`src/rtl/l1_trigger_collector.sv`:
```
// Merges masked L1 beam triggers into timestamped events, applies a global holdoff,
// and queues the events in a first-word-fall-through FIFO toward readout.
module l1_trigger_collector #(
  parameter int NBEAMS         = 2,
  parameter int MERGE_CLOCKS   = 4,
  parameter int HOLDOFF_CLOCKS = 16,
  parameter int FIFO_DEPTH     = 16
) (
  input  logic                          aclk,
  input  logic                          aresetn,
  input  logic [NBEAMS-1:0]             trig_i,
  input  logic [NBEAMS-1:0]             beam_en_i,
  input  logic                          enable_i,
  input  logic                          clear_drops_i,
  output logic                          trig_valid_o,
  input  logic                          trig_ready_i,
  output logic [NBEAMS-1:0]             trig_beams_o,
  output logic [31:0]                   trig_time_o,
  output logic [$clog2(FIFO_DEPTH):0]   fifo_count_o,
  output logic [15:0]                   dropped_o,
  output logic                          busy_o
);

  localparam int AW = $clog2(FIFO_DEPTH);
  localparam int CW = AW + 1;
  localparam int EW = NBEAMS + 32;

  typedef enum logic [1:0] {IDLE, MERGE, PUSH, HOLDOFF} state_t;

  state_t            state_q, state_d;
  logic [31:0]       ts_q;
  logic [31:0]       ev_time_q, ev_time_d;
  logic [NBEAMS-1:0] ev_beams_q, ev_beams_d;
  logic [31:0]       mcnt_q, mcnt_d;
  logic [31:0]       hcnt_q, hcnt_d;
  logic [NBEAMS-1:0] masked;
  logic              push_req;

  logic [EW-1:0]     mem [FIFO_DEPTH];
  logic [AW-1:0]     wr_ptr_q, rd_ptr_q;
  logic [CW-1:0]     count_q;
  logic [15:0]       dropped_q;
  logic              full, empty, push, pop;
  logic [EW-1:0]     head;

  assign masked = trig_i & beam_en_i;

  always_ff @(posedge aclk or negedge aresetn) begin
    if (!aresetn) begin
      ts_q       <= '0;
      state_q    <= IDLE;
      ev_time_q  <= '0;
      ev_beams_q <= '0;
      mcnt_q     <= '0;
      hcnt_q     <= '0;
    end else begin
      ts_q       <= ts_q + 32'd1;
      state_q    <= state_d;
      ev_time_q  <= ev_time_d;
      ev_beams_q <= ev_beams_d;
      mcnt_q     <= mcnt_d;
      hcnt_q     <= hcnt_d;
    end
  end

  // Once an event has started, enable_i no longer matters; only the counters decide.
  always_comb begin
    state_d    = state_q;
    ev_time_d  = ev_time_q;
    ev_beams_d = ev_beams_q;
    mcnt_d     = mcnt_q;
    hcnt_d     = hcnt_q;
    push_req   = 1'b0;
    case (state_q)
      IDLE: begin
        if (enable_i && (|masked)) begin
          ev_time_d  = ts_q;
          ev_beams_d = masked;
          mcnt_d     = 32'(MERGE_CLOCKS - 1);
          state_d    = (MERGE_CLOCKS == 1) ? PUSH : MERGE;
        end
      end
      MERGE: begin
        ev_beams_d = ev_beams_q | masked;
        mcnt_d     = mcnt_q - 32'd1;
        if (mcnt_q == 32'd1) state_d = PUSH;
      end
      PUSH: begin
        push_req = 1'b1;
        hcnt_d   = 32'(HOLDOFF_CLOCKS);
        state_d  = (HOLDOFF_CLOCKS == 0) ? IDLE : HOLDOFF;
      end
      HOLDOFF: begin
        hcnt_d = hcnt_q - 32'd1;
        if (hcnt_q == 32'd1) state_d = IDLE;
      end
      default: state_d = IDLE;
    endcase
  end

  // Fullness uses the registered count, so a same-cycle pop never makes room for a push.
  assign full  = (count_q == CW'(FIFO_DEPTH));
  assign empty = (count_q == '0);
  assign push  = push_req && !full;
  assign pop   = trig_ready_i && !empty;

  always_ff @(posedge aclk) begin
    if (push) mem[wr_ptr_q] <= {ev_beams_q, ev_time_q};
  end

  always_ff @(posedge aclk or negedge aresetn) begin
    if (!aresetn) begin
      wr_ptr_q <= '0;
      rd_ptr_q <= '0;
      count_q  <= '0;
    end else begin
      if (push) wr_ptr_q <= wr_ptr_q + 1'b1;
      if (pop)  rd_ptr_q <= rd_ptr_q + 1'b1;
      case ({push, pop})
        2'b10:   count_q <= count_q + 1'b1;
        2'b01:   count_q <= count_q - 1'b1;
        default: count_q <= count_q;
      endcase
    end
  end

  // A clear pulse takes priority over a drop in the same cycle.
  always_ff @(posedge aclk or negedge aresetn) begin
    if (!aresetn) begin
      dropped_q <= '0;
    end else if (clear_drops_i) begin
      dropped_q <= '0;
    end else if (push_req && full && (dropped_q != 16'hFFFF)) begin
      dropped_q <= dropped_q + 16'd1;
    end
  end

  assign head         = mem[rd_ptr_q];
  assign trig_valid_o = !empty;
  assign trig_beams_o = empty ? '0 : head[EW-1:32];
  assign trig_time_o  = empty ? '0 : head[31:0];
  assign fifo_count_o = count_q;
  assign dropped_o    = dropped_q;
  assign busy_o       = (state_q != IDLE);

endmodule

```
`config.mk`:
```
export PLATFORM = sky130hd
export DESIGN_NAME = l1_trigger_collector
export DESIGN_NICKNAME = d
export VERILOG_FILES = /design/src/rtl/l1_trigger_collector.sv
export SDC_FILE = /design/constraint.sdc
export NUM_CORES = 1
export LEC_CHECK = 0
export ABC_AREA = 0
export BUFFER_PORTS_ARGS = -buffer_cell sky130_fd_sc_hd__clkbuf_2
export CAP_MARGIN = 10
export CORE_MARGIN = 2
export CORE_UTILIZATION = 30
export DETAILED_ROUTE_END_ITERATION = 10
export PLACE_DENSITY = 0.51
export REMOVE_ABC_BUFFERS = 1
export SLEW_MARGIN = 20
export SYNTH_ARGS = -nofsm -noshare
export SYNTH_HDL_FRONTEND = slang
export SYNTH_SLANG_ARGS = --single-unit
```
`constraint.sdc`:
```
create_clock -name aclk -period 9.45 [get_ports aclk]
set_input_delay 0.4725 -clock aclk [delete_from_list [all_inputs] [get_ports aclk]]
set_output_delay 0.4725 -clock aclk [all_outputs]
set_load 0.1 [all_outputs]
```
==> results.md, run 1 <==
- Total iterations of the first detailed-routing run: 4
- Row cnt: 112
- WL per Instance: around 22 um
- Worst R2R Path Depth: 6
- Post-CTS Setup Repair Bufs: 0
- Post-Synth Adder-Cell Area: 0.00804
- Diode count: 0
- Initial antenna violation count: 1
- Remaining DRCs: 0
- Worst hold path type: in -> reg
- Area growth from synthesis to layout: 16.0%
- CP Class: reg -> out
- Die height: 310 um
- Synth area leaders: edfxtp_1 (58%), dfrtp_1 (14%), mux4_2 (14%)
- Post-DP HPWL: 34200 um
- Critical path startpoint: rd_ptr_q[0]$_DFFE_PN0P_
- Vias: 14.0k
- Sequential share of the synthesized area: 0.727
- Worst Max-Slew Pin Slew: 1.15 ns
- Setup crit end: trig_time_o[29]
- Largest family of logic cells by synthesized area: multiplexers
- Post-Synth Simple-Gate Area: 0.0585
- Antenna Violating Nets Remaining: 0
- Post-synth ARST share: 0.228
- Largest net degree at the start of global routing: 89
- Critical path required time: 8.98 ns
- P_leak: 9.44 nW
- Top post-synthesis cells by count: edfxtp_1 (544), mux4_2 (170), dfrtp_1 (161), nor2_1 (76), xnor2_1 (50)
- Crit share post-route: 0.520
- H-tree levels: 3
- Die ar.: between 90000 and 100000 um^2
- HP Start: beam_en_i[0]
- WL final: between 60000 and 70000 um
- Worst r2r dst: mem[12][1]$_DFFE_PP_
- Fmax: 0.203 GHz
- Vias in the first global route: ~15k
- Clock-pin transition on the worst setup and hold timing paths: approximately 0.06 ns
- I/O pin total: 66
- Synth unique cells: 49
- Run status: completed
- Max_slew headroom: 0.236
- Layout cells sized above 1: 0.264
- Worst VDD drop: 0.000199 V
- Total power: 0.00753 W
- CTS Buf Count: between 70 and 80
- DR vias/cell: 4.82
- CP max FO: 47
- Primary FF master, synth: edfxtp_1
- Final TNS setup: 0 ns
- Xor/xnor cell area share of the yosys netlist: 0.0269
- CTS root buf: clkbuf_16
- Max Cap Viol: 0
- Reg-to-reg slack, setup: 5.95 ns
- Cell Pwr Density: 232 nW/um^2
- Most frequent cell after synthesis: edfxtp_1
- Global-route wire length before repair: 96000 um
- Setup WS post-layout: ~4.5 ns
- CP arrival: between 4 and 5 ns
- CP Capture Type: output pin
- Crit Reg-Reg Startpoint: state_q[0]$_DFFE_PN0P_
- RSZ-0062 raised after global routing: false
- FF+latch count, synth: 705
- Fin crit period: 4.92 ns
- Syn Std Cell Area: 28000 um^2
- Worst-Skew Late Latency: 0.63 ns
- Core area: about 93000 um^2
- Horiz. Die Dim: around 310 um
- Gr usage total: 0.135
- Placer congestion estimate: roughly 0.7
- Worst Skew: 0.0390 ns
- Mux share of post-synthesis cell area: 0.151
- Iteration-0 DRC Markers: 988
- Hold WS: 0.127 ns
- Synth top area share: 0.583
- Ys Warns: 0
- Setup crit start kind: flop
- PortBufs: 65
- Final Max Tran Viols: 0
- Layout fillers: ~8.7k
- Setup violations, final: 0
- Post-synthesis compound-gate area fraction: 0.0178
- Synth Instances: between 1k and 1.5k
- Dpl ws: 4.97 ns
- Post-synth EDFFs: about 540
- Post-synth top area cell: edfxtp_1
- Clock sink count: 705
- Final Net Count: 1621
- Avg Inst Size Synth: 18.8 um^2
- Starting Density: 0.302
- Clk buf depth: 3
- CTS tree: yes
- Final hold vios: 0
- Gr ovfl total: 0
per-layer routing:
metal,routed length [um],GRT usage,vias up
met1,28300,0.181,7555
met3,2300,0.0245,76
li1,-,-,6154
met5,0,0,-
met2,31500,0.227,234
met4,1070,0.0304,0
repair_timing:
action                                 CTS  global route
endpoints found under the hold margin   87             0
hold buffers                             1             0
gates resized for setup                  0             0
worst max-delay path, stage by stage (launching register included):
cell and delay [ns]:
dfrtp_4 0.52, buf_4 0.79, buf_4 0.79, mux4_2 0.61, mux4_2 0.51, and2_1 0.18, clkbuf_2 0.36
sequential cells by signal, summed over array words and instances (netlist names):
| name | flops |
|---|---|
| wr_ptr_q | 4 |
| mem | 544 |
| state_q | 2 |
| ev_time_q | 32 |
| hcnt_q | 32 |
| rd_ptr_q | 4 |
| ev_beams_q | 2 |
| ts_q | 32 |
| mcnt_q | 32 |
| fifo_count_o | 5 |
| dropped_o | 16 |
cell type report:
type | count | area (um^2) | area share
multi-input combinational | 700 | 7470 | 0.230
clock inverter | 26 | 315 | 0.00970
clock buffer | 114 | 2130 | 0.0657
timing repair buffer | 95 | 579 | 0.0178
sequential | 705 | 20400 | 0.627
inverter | 16 | 60.1 | 0.00185
tap | 1254 | 1570 | 0.0483
power breakdown:
part           switching (W)  internal, W
Sequential         0.0000961      0.00333
Clock                0.00122      0.00169
Combinational       0.000804     0.000398
kinds of logic after synthesis:
logic type,after synthesis
muxes,206
xor gates and xnor gates,86
buffers and inverters,82
DFF,705
adders and majority gates,18
AOI/OAI and AO/OA,75
and+or+nand+nor,315
through the flow:
| step | util | cells | area, um^2 |
|---|---|---|---|
| final | 0.350 | 2910 | 32500 |
| after global routing | 0.350 | 2910 | 32500 |
| after global placement | 0.323 | 2768 | 30000 |
| after detailed placement | 0.323 | 2768 | 30000 |
| after CTS | 0.350 | 2909 | 32500 |
| after floorplan | - | 1421 | 27800 |
cell usage in the layout, fill, tap and decap left out, types with 10 or more instances in the layout:
cell       instances
mux2_2            31
inv_1             16
ha_1              18
nor3_1            19
nor2_1            64
buf_4             28
clkbuf_2          64
nand3_1           38
nor2_4            12
and2_1            37
clkbuf_16         76
o21ai_0           27
nand4_1           15
mux4_2           170
edfxtp_1         544
or3_1             12
a21oi_1           10
clkbuf_1          29
nor4_1            24
nand2_1           46
xnor2_1           50
xor2_1            36
dfrtp_1          157
worst min-delay path by stage:
| stage | slack (ns) | cells after the start | endpoint |
|---|---|---|---|
| 6_report | 0.13 | 2 | ev_beams_q[0]$_DFFE_PN0P_ |
| 4_1_cts | 0.09 | 2 | ev_beams_q[0]$_DFFE_PN0P_ |
| 2_1_floorplan | 0.18 | 0 | dropped_o[0]$_DFFE_PN0P_ |
| 5_1_grt | 0.11 | 2 | ev_beams_q[0]$_DFFE_PN0P_ |
| 3_5_place_dp | 0.46 | 1 | hcnt_q[31]$_DFFE_PN0P_ |
| 3_3_place_gp | 0.45 | 1 | hcnt_q[31]$_DFFE_PN0P_ |
(Power assumes the default switching activity.)
==> run 2, diff against run 1 <==
==> constraint.sdc (replaced) <==
create_clock -name aclk -period 5.1 [get_ports aclk]
set_input_delay 0.255 -clock aclk [delete_from_list [all_inputs] [get_ports aclk]]
set_output_delay 0.255 -clock aclk [all_outputs]
set_load 0.1 [all_outputs]
==> run 2 against run 1 <==
- sequential cell count is the same
- routed wire length grew 0.34%
- cell count grew 0.38%
- global-route usage is essentially flat
- register-to-register slack lost 4.0 ns
- critical path depth shrank 1
==> results.md, run 2 (same netlist as run 1, synthesis figures left out) <==
- Remaining DRCs: 0
- Critical path startpoint: rd_ptr_q[0]$_DFFE_PN0P_
- Commonest non-fill, non-tap cell in the layout: edfxtp_1
- Max_slew headroom: 0.258
- Setup WS post-layout: 1.31 ns
- Diode count: 0
- Starting Density: 0.302
- Vias in the first global route: 15.0k
- Hold WS: 0.137 ns
- Worst Skew: 0.0263 ns
- Horiz. Die Dim: a little over 300 um
- Row cnt: roughly 110
- Post-DP HPWL: 35200 um
- Crit Reg-Reg Startpoint: state_q[0]$_DFFE_PN0P_
- Worst Max-Slew Pin Slew: 1.11 ns
- Crit-path leading delay family: multiplexers
- Clock-pin transition on the worst setup and hold timing paths: approximately 0.060 ns
- CTS Buf Count: slightly below 80
- Area of the multi-input gates: 7470 um^2
- Seq. cell area: 20400 um^2
- Cts repair resizes: 0
- CP Capture Type: output pin
- Layout fillers: 8654
- Core area: 92900 um^2
- Cell Pwr Density: 433 nW/um^2
- H-tree levels: 3
- Die height: 310 um
- Iteration-0 DRC Markers: 941
- WL final: 63400 um
- Gr ovfl total: 0
- Final hold vios: 0
- Fmax: 0.264 GHz
- Area growth from synthesis to layout: 16.6%
- PortBufs: 65
- Worst-Skew Late Latency: 0.63 ns
- Largest net degree at the start of global routing: 88
- Worst hold path type: in -> reg
- Total iterations of the first detailed-routing run: 7
- DR vias/cell: 4.79
- Fin crit period: 3.79 ns
- P_leak: 9.52 nW
- CP max FO: 64
- Dpl ws: roughly 1.8 ns
- Vias: 14.0k
- RSZ-0062 raised after global routing: false
- Final Util: 0.352
- Gr usage total: 0.135
- Critical-path cell list: buf_12, mux4_2, mux4_2, and2_1, clkbuf_2
- Bufs and invs on worst path: 2
- Run status: completed
- Initial antenna violation count: 1
- Layout cells sized above 1: 0.269
- Post-CTS Setup Repair Bufs: 0
- Setup violations, final: 0
- CP most frequent cell: mux4_2
- Slowest cell on crit path: dfrtp_4
- Cts hold-fix bufs: 6
- I/O pin total: 66
- Clock sink count: ~700
- Critical path required time: 4.85 ns
- Max Cap Viol: 0
- Max stage delay on crit path: between 0.6 and 0.7 ns
- CTS root buf: clkbuf_16
- Global-route wire length before repair: 96500 um
- HP Start: enable_i
- Most frequent cells in the layout: edfxtp_1 (544), mux4_2 (170), dfrtp_1 (157)
- CTS tree: yes
- Final Max Tran Viols: 0
- Placer congestion estimate: around 0.7
- Clk buf depth: 3
- WL per Instance: 21.7 um
- Largest register FFs: 544
- Crit share post-route: 0.743
- CP Class: reg -> out
- Worst VDD drop: 0.000379 V
- CP arrival: 3.53 ns
- Largest reg by FF count: mem
- Setup crit start kind: flop
- Final Net Count: approximately 1.6k
- Antenna Violating Nets Remaining: 0
- Die ar.: between 90000 and 100000 um^2
run 2: cell count changes in the layout (fill, tap and decap cells not counted), sizes merged:
cell | previous run | this run
buf | 30 | 34
bufinv | 4 | 3
clkbuf | 178 | 177
clkinv | 18 | 20
clkinvlp | 0 | 2
dlygate4sd3 | 1 | 6
run 2: final timing paths:
kind | depth (start not counted) | endpoint | slack, ns
max reg2reg | 6 | mem[6][17]$_DFFE_PP_ | 1.91
min reg2reg | 1 | ts_q[31]$_DFF_PN0_ | 0.48
min | 3 | mcnt_q[0]$_DFFE_PN0P_ | 0.14
max in group asynchronous | 3 | rd_ptr_q[2]$_DFFE_PN0P_ | 3.72
min in group asynchronous | 2 | dropped_o[8]$_DFFE_PN0P_ | 0.25
max | 5 | trig_time_o[13] | 1.31
run 2: report_power, final:
part           internal [W]  switching [W]  total, W
registers           0.00616       0.000338   0.00650
logic              0.000755        0.00138   0.00213
clock network       0.00318        0.00232   0.00550
run 2: worst min-delay path: stages:
cell      delay, ns
clkbuf_2       0.11
a21o_1         0.24
a31oi_1        0.11
run 2: routing by layer:
metal  track usage  part of all wire
met1         0.181              0.44
met2         0.226              0.49
met3        0.0262             0.041
met4        0.0343             0.021
met5             0                 0
run 2: per-stage QoR:
step	power (W)	setup TNS, ns	instances	area (um^2)
5_1_grt	0.0147	0	2921	32700
4_1_cts	0.0144	0	2921	32700
6_report	0.0141	0	2921	32700
3_5_place_dp	0.00882	0	2773	30100
3_3_place_gp	0.00881	0	2773	30100
2_1_floorplan	0.00826	-73.25	1421	27800
run 2: cell type report:
type                       instances  share of cell area
clock inverter                    29              0.0101
sequential                       705               0.624
multi-input combinational        700               0.229
inverter                          16             0.00184
clock buffer                     113              0.0671
tap                             1254              0.0480
timing repair buffer             104              0.0207
